`config.mk`:
```
export PLATFORM = sky130hd
export DESIGN_NAME = sanity_stream_seq
export DESIGN_NICKNAME = d
export VERILOG_FILES = /design/src/rtl/sanity_seq_pkg.sv /design/src/rtl/sanity_seq_cnt.sv /design/src/rtl/sanity_stream_seq.sv
export SDC_FILE = /design/constraint.sdc
export NUM_CORES = 1
export LEC_CHECK = 0
export CAP_MARGIN = 20
export CELL_PAD_IN_SITES_DETAIL_PLACEMENT = 1
export CELL_PAD_IN_SITES_GLOBAL_PLACEMENT = 1
export CORE_MARGIN = 10
export CORE_UTILIZATION = 40
export CTS_CLUSTER_DIAMETER = 150
export CTS_CLUSTER_SIZE = 12
export DETAILED_ROUTE_END_ITERATION = 16
export PLACE_DENSITY_LB_ADDON = 0.1
export SYNTH_ARGS = -nofsm -noshare
export SYNTH_HDL_FRONTEND = slang
export SYNTH_SLANG_ARGS = --single-unit
```
`constraint.sdc`:
```
create_clock -name clk_i -period 3.86 [get_ports clk_i]
set_input_delay 0.579 -clock clk_i [delete_from_list [all_inputs] [get_ports clk_i]]
set_output_delay 0.579 -clock clk_i [all_outputs]
set_load 0.02 [all_outputs]
```
`src/rtl/sanity_seq_pkg.sv`:
```
// Shared types for the sanity stream sequencer: FSM states and the per-job
// configuration record.
package sanity_seq_pkg;

  localparam int DEF_DATA_WIDTH = 32;
  localparam int DEF_CNT_WIDTH  = 16;

  typedef enum logic [1:0] {
    ST_IDLE = 2'd0,
    ST_RUN  = 2'd1,
    ST_DONE = 2'd2
  } seq_state_e;

  typedef struct packed {
    logic [DEF_CNT_WIDTH-1:0]  len;
    logic [DEF_DATA_WIDTH-1:0] base;
    logic [DEF_DATA_WIDTH-1:0] stride;
  } seq_cfg_t;

endpackage

```
`src/rtl/sanity_seq_cnt.sv`:
```
// Loadable accumulator (base + n*stride) with a beat counter.
// Stride is captured on load so later input changes cannot disturb a job.
module sanity_seq_cnt
  import sanity_seq_pkg::*;
#(
  parameter int DATA_WIDTH = DEF_DATA_WIDTH,
  parameter int CNT_WIDTH  = DEF_CNT_WIDTH
) (
  input  logic                  clk_i,
  input  logic                  rst_ni,
  input  logic                  clr_i,
  input  logic                  load_i,
  input  logic                  en_i,
  input  logic [DATA_WIDTH-1:0] base_i,
  input  logic [DATA_WIDTH-1:0] stride_i,
  output logic [DATA_WIDTH-1:0] data_o,
  output logic [CNT_WIDTH-1:0]  cnt_o
);

  logic [DATA_WIDTH-1:0] data_r;
  logic [DATA_WIDTH-1:0] stride_r;
  logic [CNT_WIDTH-1:0]  cnt_r;

  // accumulator, latched stride and beat counter
  always_ff @(posedge clk_i or negedge rst_ni) begin
    if (!rst_ni) begin
      data_r   <= {DATA_WIDTH{1'b0}};
      stride_r <= {DATA_WIDTH{1'b0}};
      cnt_r    <= {CNT_WIDTH{1'b0}};
    end else if (clr_i) begin
      data_r   <= {DATA_WIDTH{1'b0}};
      cnt_r    <= {CNT_WIDTH{1'b0}};
    end else if (load_i) begin
      data_r   <= base_i;
      stride_r <= stride_i;
      cnt_r    <= {CNT_WIDTH{1'b0}};
    end else if (en_i) begin
      data_r   <= data_r + stride_r;
      cnt_r    <= cnt_r + CNT_WIDTH'(1);
    end
  end

  assign data_o = data_r;
  assign cnt_o  = cnt_r;

endmodule

```
`src/rtl/sanity_stream_seq.sv`:
```
// Sequencer emitting base, base+stride, ... as a valid/ready stream of len beats,
// with busy/done status. Every output comes straight from a register.
module sanity_stream_seq
  import sanity_seq_pkg::*;
#(
  parameter int DATA_WIDTH = DEF_DATA_WIDTH,
  parameter int CNT_WIDTH  = DEF_CNT_WIDTH
) (
  input  logic                  clk_i,
  input  logic                  rst_ni,
  input  logic                  clear_i,
  input  logic                  start_i,
  input  logic [CNT_WIDTH-1:0]  len_i,
  input  logic [DATA_WIDTH-1:0] base_i,
  input  logic [DATA_WIDTH-1:0] stride_i,
  output logic [DATA_WIDTH-1:0] data_o,
  output logic                  valid_o,
  input  logic                  ready_i,
  output logic                  last_o,
  output logic                  busy_o,
  output logic                  done_o
);

  seq_state_e           state_r, state_s;
  logic                 valid_r, valid_s;
  logic                 last_r, last_s;
  logic                 busy_r, busy_s;
  logic                 done_r, done_s;
  logic                 load_s, en_s;
  logic [CNT_WIDTH-1:0] len_r;
  logic [CNT_WIDTH-1:0] cnt_s;

  sanity_seq_cnt #(
    .DATA_WIDTH(DATA_WIDTH),
    .CNT_WIDTH (CNT_WIDTH)
  ) u_cnt (
    .clk_i   (clk_i),
    .rst_ni  (rst_ni),
    .clr_i   (clear_i),
    .load_i  (load_s),
    .en_i    (en_s),
    .base_i  (base_i),
    .stride_i(stride_i),
    .data_o  (data_o),
    .cnt_o   (cnt_s)
  );

  // next state and next registered outputs
  always_comb begin
    state_s = state_r;
    valid_s = valid_r;
    last_s  = last_r;
    done_s  = 1'b0;
    load_s  = 1'b0;
    en_s    = 1'b0;
    if (clear_i) begin
      state_s = ST_IDLE;
      valid_s = 1'b0;
      last_s  = 1'b0;
    end else begin
      case (state_r)
        ST_IDLE: begin
          if (start_i) begin
            load_s = 1'b1;
            if (len_i != {CNT_WIDTH{1'b0}}) begin
              state_s = ST_RUN;
              valid_s = 1'b1;
              last_s  = (len_i == CNT_WIDTH'(1));
            end else begin
              state_s = ST_DONE;
              done_s  = 1'b1;
            end
          end else begin
            state_s = ST_IDLE;
          end
        end
        ST_RUN: begin
          if (valid_r && ready_i) begin
            en_s = 1'b1;
            if (last_r) begin
              state_s = ST_DONE;
              valid_s = 1'b0;
              last_s  = 1'b0;
              done_s  = 1'b1;
            end else begin
              // last flag is precomputed for the beat being advanced to
              last_s = ((cnt_s + CNT_WIDTH'(1)) == (len_r - CNT_WIDTH'(1)));
            end
          end else begin
            state_s = ST_RUN;
          end
        end
        ST_DONE: begin
          state_s = ST_IDLE;
        end
        default: begin
          state_s = ST_IDLE;
          valid_s = 1'b0;
          last_s  = 1'b0;
        end
      endcase
    end
    busy_s = (state_s != ST_IDLE);
  end

  // state and output registers
  always_ff @(posedge clk_i or negedge rst_ni) begin
    if (!rst_ni) begin
      state_r <= ST_IDLE;
      valid_r <= 1'b0;
      last_r  <= 1'b0;
      busy_r  <= 1'b0;
      done_r  <= 1'b0;
    end else begin
      state_r <= state_s;
      valid_r <= valid_s;
      last_r  <= last_s;
      busy_r  <= busy_s;
      done_r  <= done_s;
    end
  end

  // job length captured at start
  always_ff @(posedge clk_i or negedge rst_ni) begin
    if (!rst_ni) begin
      len_r <= {CNT_WIDTH{1'b0}};
    end else if (load_s) begin
      len_r <= len_i;
    end
  end

  assign valid_o = valid_r;
  assign last_o  = last_r;
  assign busy_o  = busy_r;
  assign done_o  = done_r;

endmodule
```
---- Word-level counts from Yosys, hierarchy flattened ----
Cells that the tools add are included.
word-level totals
  output and inout bits ................... 36
  bits of input ports ..................... 85
  logic and storage cells ................. 66
  register bits after elaboration ......... 102
operators by class
  reduce and logical (&&, ||, !) cells .... 8
  $add $sub $neg .......................... 3
  equality and inequality tests ........... 9
  bitwise gates (word level) .............. 1
  multiplexer cells ....................... 36
operators by type and width
  operator                                                               number
  32-bit two-way mux                                                     3
  16-bit two-way mux                                                     3
  32-bit adder                                                           1
  1-bit two-way mux                                                      21
  16-bit by 1-bit adder with 16-bit output (second input constant)       1
  16-bit by 1-bit == test with 1-bit output (second input constant)      1
  16-bit == test                                                         1
  16-bit nonzero test                                                    1
  16-bit by 1-bit subtractor with 16-bit output (second input constant)  1
  3-bit != test (second input constant)                                  4
  2-bit two-way mux                                                      5
  1-bit case mux with 3 select lines                                     2
  5-bit AND reduction                                                    1
  2-bit case mux with 2 select lines                                     1
  4-bit AND reduction                                                    1
  3-bit nonzero test                                                     1
  2-bit by 1-bit == test with 1-bit output (second input constant)       1
  2-bit == test (second input constant)                                  1
  2-bit zero test                                                        1
  2-bit != test (second input constant)                                  1
  1-bit case mux with 2 select lines                                     1
  2-bit AND reduction                                                    1
  2-bit nonzero test                                                     1
  1-bit logical AND                                                      1
  1-bit inverter                                                         1

---- Depth between registers and ports, before layout ----
Gate-level depths: netlist of the first run.
  word-level depth ........................ 7
  depth in mapped cells ................... 13
  mapped depth without buffers ............ 13

---- Hierarchy ----
A second synthesis of the first run with hierarchy kept.
second synthesis, totals
  cells, all modules ...................... 737
  area total of the unflattened synthesis .. 6,955.4 um2
by module, submodules not included
  module             instances  seq. area each (um2)  cells an instance  area each (um2)
  sanity_seq_cnt     1          2,001.9               555                5,271.3
  sanity_stream_seq  1          550.5                 182                1,684.1

---- Least setup slack after synthesis of the first run ----
OpenSTA, ideal clock, no wires.
  path type ............................... register to register
  start ................................... reg u_cnt.data_r[0], in the netlist u_cnt.data_o[0]
  end ..................................... reg u_cnt.data_r[28], in the netlist u_cnt.data_o[28]
  required time ........................... 3.766 ns
  setup time .............................. 0.094 ns
  cell stages (with the launch flop) ...... 13
  period minus slack after synthesis ...... 3.004 ns
  setup slack ............................. 0.856 ns
  arrival time ............................ 2.910 ns
  path buffers ............................ 0
  path through ............................ dfrtp_1 -> ha_1 -> inv_1 -> fa_1 -> nor2b_1 -> o31a_1 -> a21oi_1 -> a2111oi_0 -> o211ai_1 -> o31ai_1 -> a31oi_1 -> xor2_1 -> a211oi_1
on the way
  cells in the longest elaborated chain, start to end .. 4
ends and longest elaborated chain
  item                    RTL line              source
  start, declared         sanity_seq_cnt.sv:20  logic [DATA_WIDTH-1:0] data_r;
  start signal, assigned  sanity_seq_cnt.sv:27  data_r <= {DATA_WIDTH{1'b0}};
  start signal, assigned  sanity_seq_cnt.sv:31  data_r <= {DATA_WIDTH{1'b0}};
  start signal, assigned  sanity_seq_cnt.sv:34  data_r <= base_i;
  32-bit adder            sanity_seq_cnt.sv:38  data_r <= data_r + stride_r;
  32-bit two-way mux      sanity_seq_cnt.sv:37  end else if (en_i) begin
  32-bit two-way mux      sanity_seq_cnt.sv:33  end else if (load_i) begin
  32-bit two-way mux      sanity_seq_cnt.sv:30  end else if (clr_i) begin
Every way passes these cells. The select of a mux whose other input is x is not followed.
A chain may end at the register's enable or synchronous reset.

---- Worst setup path after layout of the first run ----
Ends and elaborated chain as after synthesis.

==> flow_results.org, run 1 <==
** Run status
- The flow ran to the end, and the final reports show no timing, DRC or antenna violations.

** Clocking
- In this run the number of H-tree levels came out at 3.
- In this run the clock root is driven by a sky130_fd_sc_hd__clkbuf_16.
- Buffers inserted during clock tree synthesis total 9.
- Clock tree synthesis found a total of 102 sinks.
- TritonCTS clock tree :: built
- Worst-case clock buffer depth :: 2
- For the worst-skew pair, the clock arrives at the later sink with an insertion delay of 0.36 ns.
- Clock slew at the register clock pins of the worst setup and hold paths :: 0.07 ns

** Timing
- Worst relative slew slack :: 39.1%
- Finish-stage setup viols :: 0
- Summed over all failing endpoints, the final setup total negative slack is 0 ns.
- Worst hold margin :: 0.246 ns
- Post-route minimum period :: 3.37 ns
- The worst path uses 87.4% of the clock period.
- Pins Over Slew Limit :: 0
- Post-Route Skew :: 0.00824 ns
- Timing would allow up to 296 MHz.
- The hold violation count in the final report is 0.
- At the pin with the least slew margin, the transition time is 0.914 ns.
- Setup repair after global routing left no endpoint under its margin.

** Yosys
- Share of Yosys cell area claimed by the top area cell type :: 39.7%
- Number of synthesized flops with an enable pin :: 0
- A synthesized cell averages 9.52 um2.
- By area, the combinational part of the netlist is dominated by compound AO/OA/AOI/OAI gates.
- The cell area that synthesis handed to floorplanning was 6430 um2.
- Compound-Gate Fraction of Synth Area :: 16.9%
- Instance count of the mapped netlist :: 675
- Share of the yosys chip area belonging to registers :: 39.7%
- Of the total synthesized cell area, the portion taken by XOR and XNOR cells is 9.81%.
- The Yosys step of the flow raised 0 warnings.
- Most area-consuming cells after synthesis :: sky130_fd_sc_hd__dfrtp_1 (40%), sky130_fd_sc_hd__mux2_2 (7.9%), sky130_fd_sc_hd__ha_1 (6.4%), sky130_fd_sc_hd__xnor2_1 (6.3%), sky130_fd_sc_hd__xor2_1 (3.5%)
- Fraction of registers with async set/reset :: 100%
- Most used DFF post-synth :: sky130_fd_sc_hd__dfrtp_1
- Mux contribution to synthesized area :: 8.21%
- Synthesis instantiated 55 different standard cells from the library.
- The number of nets in the synthesized netlist is 794.
- Adder-cell share of the synthesized area :: 6.73%
- sky130_fd_sc_hd__dfrtp_1 takes more of the synthesized area than any other cell.
- Counting flops and latches in the post-synthesis netlist gives 102.
- Basic-gate share of the synthesized area counting and, or, nand and nor cells :: 16.6%

** GRT
- Total global routing overflow :: 0
- Number of antenna violations at the first check in global routing :: 0
- Across every metal layer, demand over resource in global routing totals 19.3%.
- Wire length of the first global-routing pass :: 34100 um
- Pin count of the biggest net entering global routing :: 52
- The via count of the first global-routing pass came to 6352.

** Setup path
- Cells on worst reg2reg path :: 12
- Max Fanout on Critical Path :: 3
- Launch point of the worst reg-to-reg path :: u_cnt.data_o[0]$_DFFE_PN0P_
- STA puts the critical path data arrival time at 3.64 ns.
- The critical path is of the register to register type.
- Endpoint kind of the worst setup timing path :: register
- R2r endpoint :: u_cnt.data_o[28]$_DFFE_PN0P_
- Type of element launching the critical path :: register
- STA puts the critical path data required time at 4.13 ns.
- The setup check on the worst reg-to-reg path leaves a slack of 0.49 ns.

** Die
- Full die area :: 21500 um2
- From bottom edge to top edge, the die measures 147 um.
- Initial Utilization :: 40.6%
- In this run the horizontal extent of the chip is 147 um.
- Core area :: 15800 um2
- 121 I/O pins were placed.
- In this run the core area contains 46 standard-cell rows.

** Cells and area
- Final instance count without filler cells :: 1011
- Most frequent cells in the layout :: sky130_fd_sc_hd__clkdlybuf4s50_1 (119), sky130_fd_sc_hd__dfrtp_1 (102), sky130_fd_sc_hd__nand2_1 (58), sky130_fd_sc_hd__nor2_1 (58), sky130_fd_sc_hd__xnor2_1 (46)
- Most common cell after layout, fill and taps aside :: sky130_fd_sc_hd__clkdlybuf4s50_1
- Measured on the finished design, the core utilization comes to 51.9%.
- Number of nets in the finished design :: 910
- Fraction of final layout cells sized beyond drive strength 1 :: 10.6%
- 0 antenna diodes ended up in the layout.
- Post-route design area :: 8210 um2
- Compared with the post-synthesis result, the final layout area differs by 27.7%.

** Power and ir drop
- The clock network burns 27.5% of the power.
- Per report_power, the sequential group accounts for 39.1% of the total.
- Internal power :: 2.26 mW
- Combinational logic burns 33.5% of the power.
- In this run the power density over the cells is 414 nW/um2.
- Net switching is 33.4% of the power.
- Peak VDD IR :: 0.226 mV
- Net switching power :: 1.14 mW
- For this design the static power due to leakage is 3.37 nW.

** Placement
- Once placement finished, the instance area stood at 7910 um2.
- Detailed placement ended at an HPWL of 15600 um.
- Counting tap cells, the placed design contains a total of 996 instances.
- Input and output buffers added on the ports amount to 120.
- Placer Congestion :: 0.860

** Route
- Final routed DRC violation total :: 0
- The first detailed-routing pass ran for 4 iterations.
- Vias after detailed routing :: 5604
- Routed wire length :: 20700 um
- Dividing the detail-routed via count by the number of cells gives 5.54.
- 1st-iter DRT viols :: 187
- Avg WL per Cell :: 20.5 um
- Final antenna-violating net count :: 0

** Job
- Maximum capacitance violations :: 0

** Hold path
- In this run the worst hold path is classified as input port to async pin.
==> sequential cells by signal (all words and copies together) (netlist names) <==
signal / flops
busy_o: 1
last_o: 1
state_r: 2
u_cnt.data_o: 32
u_cnt.stride_r: 32
u_cnt.cnt_o: 16
len_r: 16
done_o: 1
valid_o: 1
==> layer usage <==
metal	up-vias	global-route usage [%]	part of all wire, %
met2	98	33.6	50
met1	2799	23.8	45
met3	18	4.88	4.1
met4	0	3.55	0.95
met5	-	0	0
li1	2689	-	-
==> Yosys cell counts (2+ instances only) <==
cell type,instances
sky130_fd_sc_hd__a211oi_1,16
sky130_fd_sc_hd__o21ai_1,17
sky130_fd_sc_hd__nor3_1,21
sky130_fd_sc_hd__ha_1,33
sky130_fd_sc_hd__a21oi_1,41
sky130_fd_sc_hd__and4_1,2
sky130_fd_sc_hd__and2_1,4
sky130_fd_sc_hd__and3_1,8
sky130_fd_sc_hd__nand4_1,11
sky130_fd_sc_hd__nand3_1,12
sky130_fd_sc_hd__nand2_1,58
sky130_fd_sc_hd__xor2_1,26
sky130_fd_sc_hd__a32oi_1,6
sky130_fd_sc_hd__o21ai_0,23
sky130_fd_sc_hd__nor3b_1,3
sky130_fd_sc_hd__a31oi_1,6
sky130_fd_sc_hd__mux2_2,45
sky130_fd_sc_hd__or2_1,3
sky130_fd_sc_hd__xnor2_1,46
sky130_fd_sc_hd__nor2_1,59
sky130_fd_sc_hd__inv_2,2
sky130_fd_sc_hd__o211ai_1,5
sky130_fd_sc_hd__nor2b_1,5
sky130_fd_sc_hd__nand2b_1,6
sky130_fd_sc_hd__o22ai_1,8
sky130_fd_sc_hd__clkbuf_1,26
sky130_fd_sc_hd__or3_4,2
sky130_fd_sc_hd__or3_1,11
sky130_fd_sc_hd__a22oi_1,2
sky130_fd_sc_hd__a311oi_1,8
sky130_fd_sc_hd__or2_2,2
sky130_fd_sc_hd__a2111oi_0,3
sky130_fd_sc_hd__inv_1,6
sky130_fd_sc_hd__o21a_1,5
sky130_fd_sc_hd__dfrtp_1,102
sky130_fd_sc_hd__a21o_1,19
sky130_fd_sc_hd__nor4_1,5
==> worst max-delay path, cell delays in order, from the launching register on <==
cell and delay (ns):
sky130_fd_sc_hd__dfrtp_1 0.38, sky130_fd_sc_hd__ha_1 0.20, sky130_fd_sc_hd__inv_1 0.06, sky130_fd_sc_hd__fa_1 0.40, sky130_fd_sc_hd__nor2b_1 0.26, sky130_fd_sc_hd__o31a_1 0.21, sky130_fd_sc_hd__a21oi_1 0.13, sky130_fd_sc_hd__a2111oi_2 0.48
sky130_fd_sc_hd__o211ai_1 0.22, sky130_fd_sc_hd__o31ai_2 0.40, sky130_fd_sc_hd__a31oi_1 0.16, sky130_fd_sc_hd__xor2_1 0.16, sky130_fd_sc_hd__a211oi_1 0.22
==> how the worst max path moves through the flow <==
stage                                           start                      endpoint  slack (ns)
after detailed placement  u_cnt.data_o[0]$_DFFE_PN0P_  u_cnt.data_o[28]$_DFFE_PN0P_        0.05
after CTS                 u_cnt.data_o[0]$_DFFE_PN0P_  u_cnt.data_o[28]$_DFFE_PN0P_        0.02
final                     u_cnt.data_o[0]$_DFFE_PN0P_  u_cnt.data_o[28]$_DFFE_PN0P_        0.49
after global placement    u_cnt.data_o[0]$_DFFE_PN0P_  u_cnt.data_o[28]$_DFFE_PN0P_        0.30
after floorplan           u_cnt.data_o[0]$_DFFE_PN0P_  u_cnt.data_o[28]$_DFFE_PN0P_        0.86
after global routing      u_cnt.data_o[0]$_DFFE_PN0P_  u_cnt.data_o[28]$_DFFE_PN0P_        0.12
==> cell families after synthesis <==
| family | after synthesis |
|---|---|
| buf+inv | 34 |
| fa+ha+maj | 34 |
| xor+xnor | 72 |
| mux | 47 |
| flops | 102 |
| simple gates | 217 |
| compound gates | 169 |
==> power groups by stage <==
stage	clock network [mW]	logic [mW]	registers, mW
after floorplan	0	0.723	1.34
after global placement	0	1.10	1.34
after detailed placement	0	1.13	1.35
after CTS	0.966	1.14	1.33
after global routing	1.00	1.26	1.35
final	0.932	1.14	1.33
==> stage by stage <==
stage               setup WS (ns)  total power [mW]
CTS                        0.0221              3.43
global placement            0.303              2.43
global route                0.123              3.61
detailed placement         0.0467              2.47
floorplan                   0.856              2.07
finish                      0.486              3.40
==> timing repair <==
| action | 4_1_cts | 5_1_grt |
|---|---|---|
| buffers inserted | 0 | 0 |
| endpoints found under the setup margin | 0 | 1 |
| hold buffers | 0 | 0 |
| resized for setup | 0 | 3 |
==> final cells by class <==
| cell class | count | area, um2 |
|---|---|---|
| clock inverters | 3 | 45.0 |
| flip-flops and latches | 102 | 2550 |
| clock buffers | 12 | 246 |
| repair buffers | 131 | 1290 |
| fillers | 1792 | 7620 |
| well taps | 216 | 270 |
| inverters | 8 | 30.0 |
| multi-input cells | 539 | 3770 |
(Power assumes the default switching activity.)
==> run 2: changes to the inputs <==
--- a/config.mk
+++ b/config.mk
@@ -14,6 +14,7 @@
 export CTS_CLUSTER_SIZE = 12
 export DETAILED_ROUTE_END_ITERATION = 16
 export PLACE_DENSITY_LB_ADDON = 0.1
+export SLEW_MARGIN = 0
 export SYNTH_ARGS = -nofsm -noshare
 export SYNTH_HDL_FRONTEND = slang
 export SYNTH_SLANG_ARGS = --single-unit
==> results of run 2 <==
No change in the layout: final DEF, timing and power equal those of run 1.
==> run 3: changes to the inputs <==
--- a/config.mk
+++ b/config.mk
@@ -13,7 +13,9 @@
 export CTS_CLUSTER_DIAMETER = 150
 export CTS_CLUSTER_SIZE = 12
 export DETAILED_ROUTE_END_ITERATION = 16
+export HOLD_SLACK_MARGIN = 0.15
 export PLACE_DENSITY_LB_ADDON = 0.1
+export REMOVE_ABC_BUFFERS = 1
 export SLEW_MARGIN = 0
 export SYNTH_ARGS = -nofsm -noshare
 export SYNTH_HDL_FRONTEND = slang
==> run 3 against run 2 <==
Against the previous run:
- worst setup slack improved by 0.023 ns
- clock power decreased by 7.3%
- worst hold slack improved by 0.023 ns
- via count increased by 2.0%
- sequential share of layout area increased by 0.19 points
- power decreased by 2.1%
- die area unchanged
- final cell count unchanged
- largest cell class unchanged
- highest routed layer unchanged
==> flow_results.org, run 3 (synthesis gave the netlist of run 1 again) <==
** Clocking
- Worst-case clock buffer depth :: 2 (unchanged)
- Number of buffers created by CTS :: 9 (unchanged)
- The setup fix buffers added after clock tree synthesis was 0 (unchanged).
- The tree is rooted in a sky130_fd_sc_hd__clkbuf_16.
- TritonCTS built the clock tree.
- Clock slew at the register clock pins of the worst setup and hold paths :: 0.08 ns (about the same)
- The clock latency reported for the late side of the worst-skew pair came to 0.35 ns (about the same).
- The quantity of hold-fixing buffers added after cts was 0 (unchanged).
- Count of H-tree levels built during CTS :: 3 (unchanged)
- Cts repair resizes :: 0 (unchanged)
- The TritonCTS sink count came to 102 (unchanged).

** Route
- The total length of routed wires came to 21000 um (+1.3%).
- The mean number of vias per cell was 5.65 (+2.0%).
- The number of design rule violations left after detail routing came to 0 (unchanged).
- Vias after detailed routing :: 5715 (+2.0%)
- The number of DRC markers after the initial detailed-route iteration was 275 (+47%).
- Drt first pass iters :: 4 (unchanged)
- Final antenna-violating net count :: 0 (unchanged)
- Avg WL per Cell :: 20.8 um (+1.3%)

** GRT
- Met1 usage in global routing :: 22.5% (-1.3 points)
- Total global routing overflow :: 0 (unchanged)
- Via count of the first global-routing pass :: 6327 (-0.39%)
- Global-route track usage on met3 :: 4.55% (-0.34 points)
- GR Util All Layers :: 19.2% (-0.081 points)
- The first-pass GRT wire length is 33900 um (-0.67%).
- Number of antenna violations at the first check in global routing :: 1 (+1)
- Most crowded layer after global routing :: met2
- The met2 usage in global routing came to 34.6% (+1.1 points).
- The pin count of the biggest net entering global routing came to 53 (+1.9%).

** Setup path
- Reg2reg setup slack :: 0.51 ns (+0.02 ns)
- Data arrival time of the critical path :: 3.61 ns (-0.03 ns)
- The highest net fanout along the worst path was 3 (unchanged).
- First element of the critical path :: u_cnt.data_o[0]$_DFFE_PN0P_
- CP Buf/Inv Count :: 1 (unchanged)
- R2r endpoint :: u_cnt.data_o[28]$_DFFE_PN0P_
- Cells on worst reg2reg path :: 12 (unchanged)
- The peak per-stage delay on the critical path was 0.56 ns (+0.08 ns).
- The worst setup path is captured at a register.
- Data required, critical path :: 4.12 ns (about the same)
- The worst setup path is of the register to register kind.
- On the critical path the largest part of the delay comes from compound AO/OA/AOI/OAI gates.
- Slowest library cell on the worst path :: sky130_fd_sc_hd__a2111oi_0
- Traced cell by cell, the critical path runs through ha_1, inv_1, fa_1, nor2b_1, o31a_1, a21oi_1, a2111oi_0, o211ai_1, o31ai_1, a31oi_1, xor2_1, a211oi_1.
- Type of element launching the critical path :: register
- In this run the critical register-to-register path is launched from u_cnt.data_o[0]$_DFFE_PN0P_.

** Cells and area
- Area delta synth->final :: 26.9%
- Most frequent cells in the layout :: sky130_fd_sc_hd__clkdlybuf4s50_1 (119), sky130_fd_sc_hd__dfrtp_1 (102), sky130_fd_sc_hd__nand2_1 (58), sky130_fd_sc_hd__nor2_1 (58), sky130_fd_sc_hd__xnor2_1 (46)
- The total number of nets in the final design is 910 (unchanged).
- The number of inserted diodes was 0 (unchanged).
- Post-route design area :: 8160 um2 (-0.61%)
- Fraction of final layout cells sized beyond drive strength 1 :: 10.4% (-0.13 points)
- Leaving out fill and tap cells, the most frequent cell in the layout is sky130_fd_sc_hd__clkdlybuf4s50_1.

** Placement
- The area after detailed placement was 7900 um2 (-0.16%).
- The routability-driven placement congestion ratio was 0.823 (-4.3%).
- Number of I/O port buffers :: 120 (unchanged)
- The half-perimeter wire length of the detailed placement result was 16000 um (+2.5%).

** Run status
- The run finished with clean final reports.

** Power and ir drop
- Peak VDD IR :: 0.241 mV (+6.7%)
- The fraction of power consumed by combinational cells was 34.0% (+0.5 points).
- Net switching power :: 1.15 mW (+1.1%)
- The leakage power of the design was 3.35 nW (-0.56%).
- Post-layout power :: 3.32 mW (-2.1%)
- Sw frac :: 34.5% (+1.1 points)
- The part of the total power dissipated in sequential elements is 40.0% (+0.9 points).
- The cell-internal power came to 2.18 mW (-3.7%).
- The share of power burned in the clock network was 26.0% (-1.5 points).
- The power density normalized to cell area is 407 nW/um2 (-1.5%).

** Timing
- Slew @ Worst Pin :: 0.740 ns (-0.174 ns)
- Setup repair after global routing left no endpoint under its margin.
- The hold violation count in the final report came to 0 (unchanged).
- The achievable frequency was 298 MHz (+0.69%).
- Pins Over Slew Limit :: 0 (unchanged)
- The worst slew margin relative to its limit is 50.6% (+12 points).
- Finish-stage setup viols :: 0 (unchanged)
- Period utilization :: 86.8% (-0.60 points)
- Post-route minimum period :: 3.35 ns (-0.0233 ns)
- The setup clock skew after layout is 0.00981 ns (+0.00157 ns).

** Job
- Maximum capacitance violations :: 0 (unchanged)

** Die
- Full die area :: 21500 um2 (unchanged)
- The initial cell density of the core came to 40.6% (unchanged).
- The area inside the core boundary was 15800 um2 (unchanged).
- I/O pin cnt :: 121 (unchanged)
- Die outline height :: 147 um (unchanged)
- Standard-cell row count :: 46 (unchanged)
- The horizontal die dimension was 147 um (unchanged).

** Hold path
- Hold/Removal Path Class :: input port to async pin
==> run 3: changes by cell type in the layout (fill, tap and decap cells not counted), sizes merged <==
cell	previous run	this run
clkbuf	12	10
bufinv	1	0
clkinv	0	1
clkinvlp	2	3
inv	8	9
==> run 3: through the flow <==
step                      cells  utilization, %  hold slack (ns)  setup TNS, ns  setup WS, ns
after floorplan             649               -            0.283          -8.74        -0.192
after global placement      996            49.9            0.495              0         0.537
after detailed placement    996            49.9            0.507              0         0.512
after CTS                  1011            51.6            0.291              0         0.456
after global routing       1011            51.6            0.305              0         0.118
final                      1011            51.6            0.269              0         0.509
==> run 3: worst register-to-register path, delay by kind of cell, from the launching register on <==
kind                       cells  cell delay [ns]
buffers and inverters          1             0.06
adders and majority gates      2             0.56
xor gates and xnor gates       1             0.15
and+or+nand+nor                1             0.20
AOI/OAI and AO/OA              7             1.90
DFF                            1             0.38
==> run 3: cell type report <==
type	count	area [um2]
Clock inverter	5	36.3
Sequential cell	102	2550
Tap cell	216	270
Multi-Input combinational cell	539	3760
Fill cell	1819	7670
Inverter	8	30.0
Timing Repair Buffer	131	1280
Clock buffer	10	229
==> run 3: layer usage <==
layer  share of wire (%)  up-vias  wire (um)
met4                 1.4        0        291
met2                  52      116      11000
met5                   0        -          0
met1                  43     2896       8940
met3                 3.8       23        804
li1                    -     2680          -
==> run 3: how the worst max path moves through the flow <==
stage	endpoint	slack, ns	cells after the start
2_1_floorplan	len_r[10]$_DFFE_PN0P_	-0.19	3
3_3_place_gp	u_cnt.data_o[28]$_DFFE_PN0P_	0.54	12
3_5_place_dp	u_cnt.data_o[28]$_DFFE_PN0P_	0.51	12
4_1_cts	u_cnt.data_o[28]$_DFFE_PN0P_	0.46	12
5_1_grt	u_cnt.data_o[28]$_DFFE_PN0P_	0.12	12
6_report	u_cnt.data_o[28]$_DFFE_PN0P_	0.51	12
==> run 3: power groups by stage <==
stage                     logic [mW]  registers (mW)  clock network (mW)
after floorplan                0.717            1.34                   0
after global placement          1.09            1.34                   0
after detailed placement        1.13            1.35                   0
after CTS                       1.14            1.33               0.896
after global routing            1.25            1.35               0.935
final                           1.13            1.33               0.864
